[src/rtl/exe_result_fifo_pkg.sv]
// Shared payload types for the ALU issue queue, the result FIFO and the CDB arbiter.
package exe_result_fifo_pkg;

  localparam int unsigned WORD_W   = 32;
  localparam int unsigned ROB_ID_W = 4;

  typedef logic [WORD_W-1:0]   word_t;
  typedef logic [ROB_ID_W-1:0] rob_id_t;

  typedef struct packed {
    word_t   result;
    rob_id_t rob_id;
    logic    jump;
    word_t   target;
  } exe_result_t;

endpackage

[src/rtl/exe_result_fifo.sv]
// In-order result buffer between the ALU issue queue and the CDB / ROB writeback port.
// Optional EXE_RESULT_FIFO_BYPASS_EN: zero-latency pass-through when the buffer is empty.
module exe_result_fifo
  import exe_result_fifo_pkg::*;
#(
  parameter int unsigned DEPTH = 4,
  localparam int unsigned PTR_W = $clog2(DEPTH)
) (
  input  logic           clk,
  input  logic           rst_n,
  input  logic           flush,
  input  logic           in_valid_i,
  output logic           in_ready_o,
  input  word_t          in_result_i,
  input  rob_id_t        in_rob_id_i,
  input  logic           in_jump_i,
  input  word_t          in_target_i,
  output logic           cdb_valid_o,
  input  logic           cdb_ready_i,
  output word_t          cdb_result_o,
  output rob_id_t        cdb_rob_id_o,
  output logic           cdb_jump_o,
  output word_t          cdb_target_o,
  output logic [PTR_W:0] count_o
);

  localparam logic [PTR_W:0] FULL_CNT = (PTR_W+1)'(DEPTH);

  exe_result_t      mem [DEPTH];
  exe_result_t      in_entry;
  exe_result_t      head;
  logic [PTR_W-1:0] wr_ptr;
  logic [PTR_W-1:0] rd_ptr;
  logic [PTR_W:0]   count;
  logic             empty;
  logic             full;
  logic             push;
  logic             pop;
  logic             bypass_valid;
  logic             bypass_take;
  logic             wr_en;
  logic             rd_en;

  assign in_entry = '{result: in_result_i, rob_id: in_rob_id_i,
                      jump: in_jump_i, target: in_target_i};

  assign empty      = (count == '0);
  assign full       = (count == FULL_CNT);
  assign in_ready_o = !full;
  assign push       = in_valid_i & in_ready_o;

`ifdef EXE_RESULT_FIFO_BYPASS_EN
  assign bypass_valid = empty & in_valid_i & !flush;
`else
  assign bypass_valid = 1'b0;
`endif

  assign cdb_valid_o = !empty | bypass_valid;
  assign pop         = cdb_valid_o & cdb_ready_i;

  // A bypassed entry consumed this cycle never touches storage or pointers.
  assign bypass_take = bypass_valid & cdb_ready_i;
  assign wr_en       = push & !flush & !bypass_take;
  assign rd_en       = pop & !flush & !bypass_take;

  always_comb begin
    head = '0;
    if (bypass_valid) begin
      head = in_entry;
    end else if (!empty) begin
      head = mem[rd_ptr];
    end
  end

  assign cdb_result_o = head.result;
  assign cdb_rob_id_o = head.rob_id;
  assign cdb_jump_o   = head.jump;
  assign cdb_target_o = head.target;
  assign count_o      = count;

  always_ff @(posedge clk) begin
    if (wr_en) begin
      mem[wr_ptr] <= in_entry;
    end
  end

  always_ff @(posedge clk or negedge rst_n) begin
    if (!rst_n) begin
      wr_ptr <= '0;
      rd_ptr <= '0;
      count  <= '0;
    end else if (flush) begin
      wr_ptr <= '0;
      rd_ptr <= '0;
      count  <= '0;
    end else begin
      if (wr_en) begin
        wr_ptr <= wr_ptr + 1'b1;
      end
      if (rd_en) begin
        rd_ptr <= rd_ptr + 1'b1;
      end
      case ({wr_en, rd_en})
        2'b10:   count <= count + 1'b1;
        2'b01:   count <= count - 1'b1;
        default: count <= count;
      endcase
    end
  end

  a_no_push_full: assert property (@(posedge clk) disable iff (!rst_n) !(wr_en && full));
  a_no_pop_empty: assert property (@(posedge clk) disable iff (!rst_n) !(rd_en && empty));

endmodule

[config.mk]
export PLATFORM = sky130hd
export DESIGN_NAME = exe_result_fifo
export DESIGN_NICKNAME = d
export VERILOG_FILES = /design/src/rtl/exe_result_fifo_pkg.sv /design/src/rtl/exe_result_fifo.sv
export SDC_FILE = /design/constraint.sdc
export NUM_CORES = 1
export LEC_CHECK = 0
export BUFFER_PORTS_ARGS = -buffer_cell sky130_fd_sc_hd__buf_2
export CORE_UTILIZATION = 45
export DETAILED_ROUTE_END_ITERATION = 12
export PLACE_DENSITY_LB_ADDON = 0.1
export SLEW_MARGIN = 15
export SYNTH_ARGS = -nofsm -noshare
export SYNTH_HDL_FRONTEND = slang
export SYNTH_SLANG_ARGS = --single-unit
[constraint.sdc]
create_clock -name clk -period 3.1 [get_ports clk]
set_clock_uncertainty 0.15 [all_clocks]
set_input_delay 0.62 -clock clk [delete_from_list [all_inputs] [get_ports clk]]
set_output_delay 0.62 -clock clk [all_outputs]
set_load 0.02 [all_outputs]
# Word level (Yosys, flattened, before mapping)

Memory sizes are Yosys's and may differ from the RTL's.
Cells that the tools add are included.

Bits in registers: 7
Bits in writable memories: 276
Output and inout bits: 74
Memories kept: 1

Add/subtract/negate cells: 4
Eq/ne operators: 3
Muxes and demuxes: 9
Bitwise operators: 4
Reduce and logical (&&, ||, !) cells: 7

Memories:

| memory | depth | width | read ports | clocked after Yosys merged registers in | write ports | RTL line              | source |
|---|---|---|---|---|---|---|---|
| mem    | 4     | 69    | 1          | 0                                       | 1           | exe_result_fifo.sv:29 | `exe_result_t mem [DEPTH];` |

Operators by type and width:

| operator                                                               | count |
|---|---|
| 69-bit two-way mux                                                     | 1 |
| 2-bit two-way mux                                                      | 4 |
| 3-bit case mux with 2 select lines                                     | 1 |
| 2-bit by 1-bit adder with 2-bit output (second input constant)         | 2 |
| 1-bit bitwise AND                                                      | 4 |
| 2-bit nonzero test                                                     | 2 |
| 3-bit by 1-bit adder with 3-bit output (second input constant)         | 1 |
| 3-bit equality test (second input constant)                            | 1 |
| 1-bit logical NOT                                                      | 3 |
| 3-bit logical NOT                                                      | 1 |
| 3-bit two-way mux                                                      | 1 |
| 3-bit nonzero test                                                     | 1 |
| 3-bit by 1-bit subtractor with 3-bit output (second input constant)    | 1 |
| 2-bit by 1-bit equality test with 1-bit output (second input constant) | 1 |
| 2-bit equality test (second input constant)                            | 1 |
| 1-bit two-way mux                                                      | 2 |

# Logic depth before layout (Yosys ltp)

Gate-level depths: netlist of run 1.

Word-level depth: 7
Gate-level depth with buffers: 9
Mapped depth without buffers: 8

# Worst setup path before layout of run 1

No wires, ideal clock.

Kind: reg2reg
Start point: reg count[0] (netlist: count_o[0])
End point: mem mem[0][0] (netlist bit) (enable)
Setup time: 0.435 ns
Arrival: 2.870 ns
Path slack: -0.355 ns
Cell stages (with the launch flop): 5
Buffers on the path: 2
Period minus slack after synthesis: 3.455 ns
Path through: dfrtp_1 -> buf_2 -> or3b_1 -> clkbuf_1 -> and3_1

Longest elaborated chain between the ends: 6

RTL lines:

| what                                    | RTL line               | source |
|---|---|---|
| start, declared                         | exe_result_fifo.sv:34  | `logic [PTR_W:0] count;` |
| start signal, assigned                  | exe_result_fifo.sv:104 | `2'b10: count <= count + 1'b1;` |
| start signal, assigned                  | exe_result_fifo.sv:105 | `2'b01: count <= count - 1'b1;` |
| start signal, assigned                  | exe_result_fifo.sv:106 | `default: count <= count;` |
| 3-bit equality test                     | exe_result_fifo.sv:48  | `assign full = (count == FULL_CNT);` |
| 1-bit logical NOT                       | exe_result_fifo.sv:49  | `assign in_ready_o = !full;` |
| via in_ready_o                          | exe_result_fifo.sv:13  | `output logic in_ready_o,` |
| 1-bit bitwise AND                       | exe_result_fifo.sv:50  | `assign push = in_valid_i & in_ready_o;` |
| 1-bit bitwise AND                       | exe_result_fifo.sv:63  | `assign wr_en = push & !flush & !bypass_take;` |
| 1-bit two-way mux                       | exe_result_fifo.sv:82  | `if (wr_en) begin` |
| 1-bit two-way mux (implied by the code) | exe_result_fifo.sv:83  | `mem[wr_ptr] <= in_entry;` |
| end, declared                           | exe_result_fifo.sv:29  |  |

The timed path passes the listed nets, and every way through them passes these cells.

# Worst setup path in the final report of run 1

Start point: reg rd_ptr[0]
End point: out cdb_result_o[25]

Longest elaborated chain between the ends: 2

RTL lines:

| what                   | RTL line               | source |
|---|---|---|
| start, declared        | exe_result_fifo.sv:33  | `logic [PTR_W-1:0] rd_ptr;` |
| start signal, assigned | exe_result_fifo.sv:101 | `rd_ptr <= rd_ptr + 1'b1;` |
| memory read 4 x 69 bit | --                     |  |
| 69-bit two-way mux     | exe_result_fifo.sv:70  | `end else if (!empty) begin` |
| end, declared          | exe_result_fifo.sv:20  | `output word_t cdb_result_o,` |

No other way between the ends.

==> flow_summary.json, run 1 <==
{
  "antenna_found_initial": 3,
  "p_sw_mw": 2.709,
  "ant_nets": 0,
  "worst_pin_slew_ps": 545.2,
  "slowest_delay_ps": 550,
  "die_y_um": 157.9,
  "die_x_um": 157.9,
  "hold_class": "primary input to flip-flop",
  "grt_util_met3": 0.04572,
  "grt.busiest_layer": "met2",
  "fillCellCount": 1878,
  "power_density_nw_per_um2": 766.3,
  "grt_max_degree": 72,
  "critPathMaxFanout": 32,
  "synth_fp_nets": 581,
  "drt_iter0_markers": 301,
  "wl_um": 20810,
  "wl_per_cell_um": 20.38,
  "cts_made_buffers": 30,
  "rows": 56,
  "cts_sinks": 283,
  "gp_congestion": 0.7382,
  "slew_viol_final": 0,
  "synth_edf_count": 276,
  "port_buffers": 147,
  "grt_use_met2": 0.2769,
  "peakVddDrop_v": 0.0006336,
  "dp.cells": 957,
  "power_leakage_nw": 4.562,
  "slowest_stage": "mux4_2",
  "clk_latency_ps": 530,
  "via_per_inst": 5.194,
  "timing.rr.start": "count_o[0]",
  "drc": 0,
  "yosysSeqAreaShare": 0.7734,
  "setup_viol": 0,
  "period_share": 0.9609,
  "cts-root-buf": "clkbuf_16",
  "cts.clk_slew.worst_paths_ps": 60,
  "async_flop_share": 0.02473,
  "run_status": "finished clean",
  "dp_hpwl_um": 12160,
  "p_int_mw": 7.455,
  "path_class": "flip-flop to primary output",
  "grt-ovfl-total": 0,
  "crit_chain": "buf_16 > mux4_2 > and2_1 > buf_2",
  "dieArea_um2": 24950,
  "synthCells": 502,
  "yosys_warnings": 0,
  "relSlewSlack": 0.6365,
  "fin_cells": 1021,
  "grt_usage": 0.1720,
  "cp-end-kind": "primary output",
  "maxCapViolations": 0,
  "h-tree-depth": 1,
  "vias": 5303,
  "finalWorstPathRequiredPeriod_ps": 2979,
  "drtPass1Iterations": 4,
  "grt_setup_unrepaired": "false",
  "drive_above_1_share": 0.4112,
  "num_io_pins": 148,
  "ys_ff_latch": 283,
  "p_sw_frac": 0.2665,
  "finalHoldViolCount": 0,
  "areaGrowthSynthToFinish_pct": 21.20,
  "grt_pass1_vias": 5574,
  "grt_pass1_wl_um": 31710,
  "synth-main-ff-cell": "edfxtp_1",
  "fin_util": 0.5600,
  "cts_tree": "built",
  "synth_area_per_cell_um2": 21.80,
  "pwr-share-comb": 0.215,
  "crit_arrival_ps": 2210,
  "crit_start": "rd_ptr[0]",
  "cp.required_ps": 2330,
  "clock_power_share": 0.346,
  "clock_path_buffers": 3,
  "fmax_mhz": 335.7,
  "start_util": 0.4621,
  "core_um2": 23680,
  "use_met1": 0.2338,
  "synth_area_um2": 10940,
  "min_from": "in_result_i[21]",
  "tns_ps": 0,
  "seq_power_share": 0.439,
  "nets": 753,
  "yosys.cell_types.count": 33,
  "worstSetupStartpointType": "flip-flop"
}
-- worst paths after layout --
path,end,slack [ps],cells past startpoint
worst max-delay path,cdb_result_o[25],120,4
worst min-delay path,mem[0][58],140,1
worst max register to register,count_o[2],530,8
worst min register to register,wr_ptr[1],460,2
max in group asynchronous,rd_ptr[1],2280,2
min in group asynchronous,count_o[0],310,2
-- layer usage --
| layer | wire length [µm] | vias up |
|---|---|---|
| met5 | 8 | - |
| met4 | 397 | 2 |
| met3 | 1280 | 32 |
| met2 | 10000 | 143 |
| met1 | 9120 | 2734 |
| li1 | - | 2392 |
-- placed cells by master, fill, tap and decap left out, types with 5 or more instances in the layout --
cell / count
clkbuf_16: 31
buf_2: 147
clkinv_1: 11
and2_1: 69
clkinv_2: 5
buf_4: 8
mux4_2: 69
edfxtp_1: 276
buf_12: 9
nand2_1: 6
dfrtp_1: 5
nor2_1: 6
-- critical path: cells and delay by family, from the launching register on --
family	cells	cell delay (ps)
multiplexers	1	550
buffers and inverters	2	410
AND/OR/NAND/NOR	1	170
flip-flops	1	500
-- Yosys cell counts, types with 3 or more instances --
cell type,number,share of area
buf_4,6,0.0041
buf_2,6,0.0027
nor2_1,6,0.0021
dfrtp_1,7,0.016
ha_1,4,0.0046
and3_1,4,0.0023
mux4_2,69,0.14
edfxtp_1,276,0.76
inv_1,3,0.0010
nand2_1,6,0.0021
clkbuf_1,15,0.0051
nand3_1,3,0.0014
a21oi_1,3,0.0014
and2_1,69,0.039
xor2_1,3,0.0024
-- power groups by stage --
stage                     registers, mW  logic (mW)  clock network (mW)
after CTS                          4.46        2.24                3.60
after global routing               4.48        2.38                3.74
after detailed placement           4.56        2.19                   0
final                              4.46        2.18                3.52
after floorplan                    4.51        1.48                   0
after global placement             4.54        2.18                   0
-- flip-flops by register name (all words and copies together), names as in the netlist --
name	count
count_o	3
mem	276
rd_ptr	2
wr_ptr	2
-- logic make-up after synthesis --
logic type,after synthesis,synth area share
compound gates,10,0.006633
xor+xnor,4,0.003202
simple gates,98,0.05374
flops,283,0.7734
mux,70,0.1429
buf+inv,32,0.01372
fa+ha+maj,5,0.006403
-- timing repair --
item	in CTS	in global routing
hold buffers	1	0
setup buffers	3	0
setup endpoints to repair	51	0
gates resized for setup	2	0
hold endpoints to repair	7	0
-- through the flow --
step                      area [µm²]  hold slack, ps  worst slack (ps)  total power, mW
after global placement         12220           328.9             520.8            6.725
after floorplan                10950           174.4             412.5            5.993
final                          13260           141.7             121.3            10.16
after global routing           13250           122.0             26.18            10.60
after detailed placement       12220           340.8             454.6            6.747
after CTS                      13250           118.3             62.70            10.31
-- cell type report --
| cell class | count | area, µm² | share of cell area |
|---|---|---|---|
| timing repair buffer | 167 | 1025 | 0.07726 |
| sequential | 283 | 8471 | 0.6387 |
| tap | 319 | 399.1 | 0.03009 |
| antenna | 4 | 10.01 | 0.0007547 |
| clock inverter | 22 | 202.7 | 0.01528 |
| clock buffer | 34 | 787.0 | 0.05934 |
| multi-input combinational | 187 | 2350 | 0.1772 |
| inverter | 5 | 18.77 | 0.001415 |
Power figures use the tool's default switching activity.
==> inputs of run 2 (changes only) <==
--- a/config.mk
+++ b/config.mk
@@ -8,7 +8,7 @@
 export BUFFER_PORTS_ARGS = -buffer_cell sky130_fd_sc_hd__buf_2
 export CORE_UTILIZATION = 45
 export DETAILED_ROUTE_END_ITERATION = 12
-export PLACE_DENSITY_LB_ADDON = 0.1
+export PLACE_DENSITY = 0.75
 export SLEW_MARGIN = 15
 export SYNTH_ARGS = -nofsm -noshare
 export SYNTH_HDL_FRONTEND = slang
==> flow_summary.json, run 2 (synthesis gave the netlist of run 1 again) <==
{
  "run_status": "finished clean",
  "cts_tree": "built",
  "drt_iter0_markers": 385,
  "die_x_um": 157.9,
  "cp-end-kind": "primary output",
  "h-tree-depth": 1,
  "critical-path-top-delay-family": "multiplexers",
  "clk_latency_ps": 520,
  "r2r_cells": 8,
  "drtPass1Iterations": 4,
  "final_cell_mix": "edfxtp_1 (276), buf_2 (147), mux4_2 (69), and2_1 (69), clkbuf_16 (29)",
  "drive_above_1_share": 0.3994,
  "crit_arrival_ps": 2230,
  "period_share": 0.9688,
  "crit_chain": "buf_12 > mux4_2 > and2_1 > buf_2",
  "slew_viol_final": 0,
  "nets": 746,
  "cts_made_buffers": 28,
  "antenna_found_initial": 4,
  "areaGrowthSynthToFinish_pct": 19.40,
  "placed_area_um2": 12160,
  "cp.required_ps": 2330,
  "r2r_end": "count_o[2]",
  "setup_viol": 0,
  "port_buffers": 147,
  "worst_pin_slew_ps": 482.2,
  "critPathBufInv": 2,
  "finalWorstPathRequiredPeriod_ps": 3003,
  "relSlewSlack": 0.6702,
  "finalHoldViolCount": 0,
  "dp_hpwl_um": 12040,
  "cts-root-buf": "clkbuf_16",
  "wl_um": 20510,
  "wl_per_cell_um": 20.32,
  "fmax_mhz": 333.0,
  "worstSetupStartpointType": "flip-flop",
  "clock_path_buffers": 3,
  "gp_congestion": 0.8273,
  "fin_area_um2": 13070,
  "timing.rr.start": "count_o[0]",
  "whs_path_depth": 1,
  "grt_pass1_vias": 5800,
  "slowest_delay_ps": 560,
  "power_density_nw_per_um2": 749.5,
  "grt_pass1_wl_um": 31730,
  "grt_max_degree": 72,
  "final_common_cell": "edfxtp_1",
  "largest_reg_flops": 276,
  "slowest_stage": "mux4_2",
  "core_um2": 23680,
  "power_leakage_nw": 4.458,
  "fillCellCount": 1846,
  "critPathMaxFanout": 23,
  "start_util": 0.4621,
  "top_register": "mem",
  "grt_setup_unrepaired": "false",
  "r2r_slack_ps": 470,
  "drc": 0,
  "multiInputGateArea_um2": 2350,
  "fin_util": 0.5517,
  "rows": 56,
  "power_mw": 9.794,
  "hold_class": "primary input to flip-flop",
  "num_io_pins": 148,
  "min_from": "in_result_i[1]",
  "ant_nets": 0,
  "via_per_inst": 5.224,
  "vias": 5271,
  "path_class": "flip-flop to primary output",
  "cts_sinks": 283,
  "cts.clk_slew.worst_paths_ps": 60,
  "maxCapViolations": 0,
  "seq_area_um2": 8471,
  "min_to": "mem[3][38]",
  "peakVddDrop_v": 0.0005470,
  "grt-ovfl-total": 0,
  "dieArea_um2": 24950,
  "die_y_um": 157.9,
  "grt_usage": 0.1690,
  "tns_ps": 0
}
run 2: how the worst max path moves through the flow:
stage                     from                to  cells after the start  slack, ps
finish               rd_ptr[0]   cdb_result_o[1]                      4        100
global route         rd_ptr[0]   cdb_result_o[1]                      4          3
CTS                 count_o[0]  cdb_result_o[22]                      5          3
detailed placement  in_valid_i        count_o[2]                      7        400
global placement     rd_ptr[0]   cdb_result_o[1]                      4        480
floorplan           count_o[0]         mem[0][0]                      4        410
run 2: timing repair:
action / CTS / global route
gates resized for setup: 0 / 2
setup buffers: 2 / 0
endpoints found under the setup margin: 55 / 69
hold buffers: 1 / 0
hold endpoints to repair: 7 / 0
run 2: per-layer routing:
metal / wire length (µm) / vias up / track usage
met4: 398 / 0 / 0.04899
li1: - / 2370 / -
met5: 0 / - / 0
met2: 10470 / 135 / 0.3014
met3: 1139 / 31 / 0.03997
met1: 8492 / 2735 / 0.2043
run 2: metrics by stage:
step / setup slack [ps] / hold slack, ps / cells
global route: 3.261 / 134.2 / 1006
floorplan: 412.5 / 174.4 / 502
global placement: 482.8 / 306.6 / 953
CTS: 2.763 / 136.6 / 1005
finish: 96.62 / 158.6 / 1009
detailed placement: 399.2 / 309.6 / 953
run 2: final cells by class:
class | instances | share of cell area
Timing Repair Buffer | 162 | 0.07335
Multi-Input combinational cell | 187 | 0.1798
Sequential cell | 283 | 0.6483
Clock inverter | 13 | 0.008235
Clock buffer | 36 | 0.05755
Inverter | 5 | 0.001436
Antenna cell | 4 | 0.0007661
Tap cell | 319 | 0.03055
run 2: where the power goes:
| part | internal [mW] | leakage [nW] | switching [mW] |
|---|---|---|---|
| Clock | 1.86 | 0.414 | 1.31 |
| Sequential | 4.38 | 2.60 | 0.0787 |
| Combinational | 0.926 | 1.45 | 1.24 |
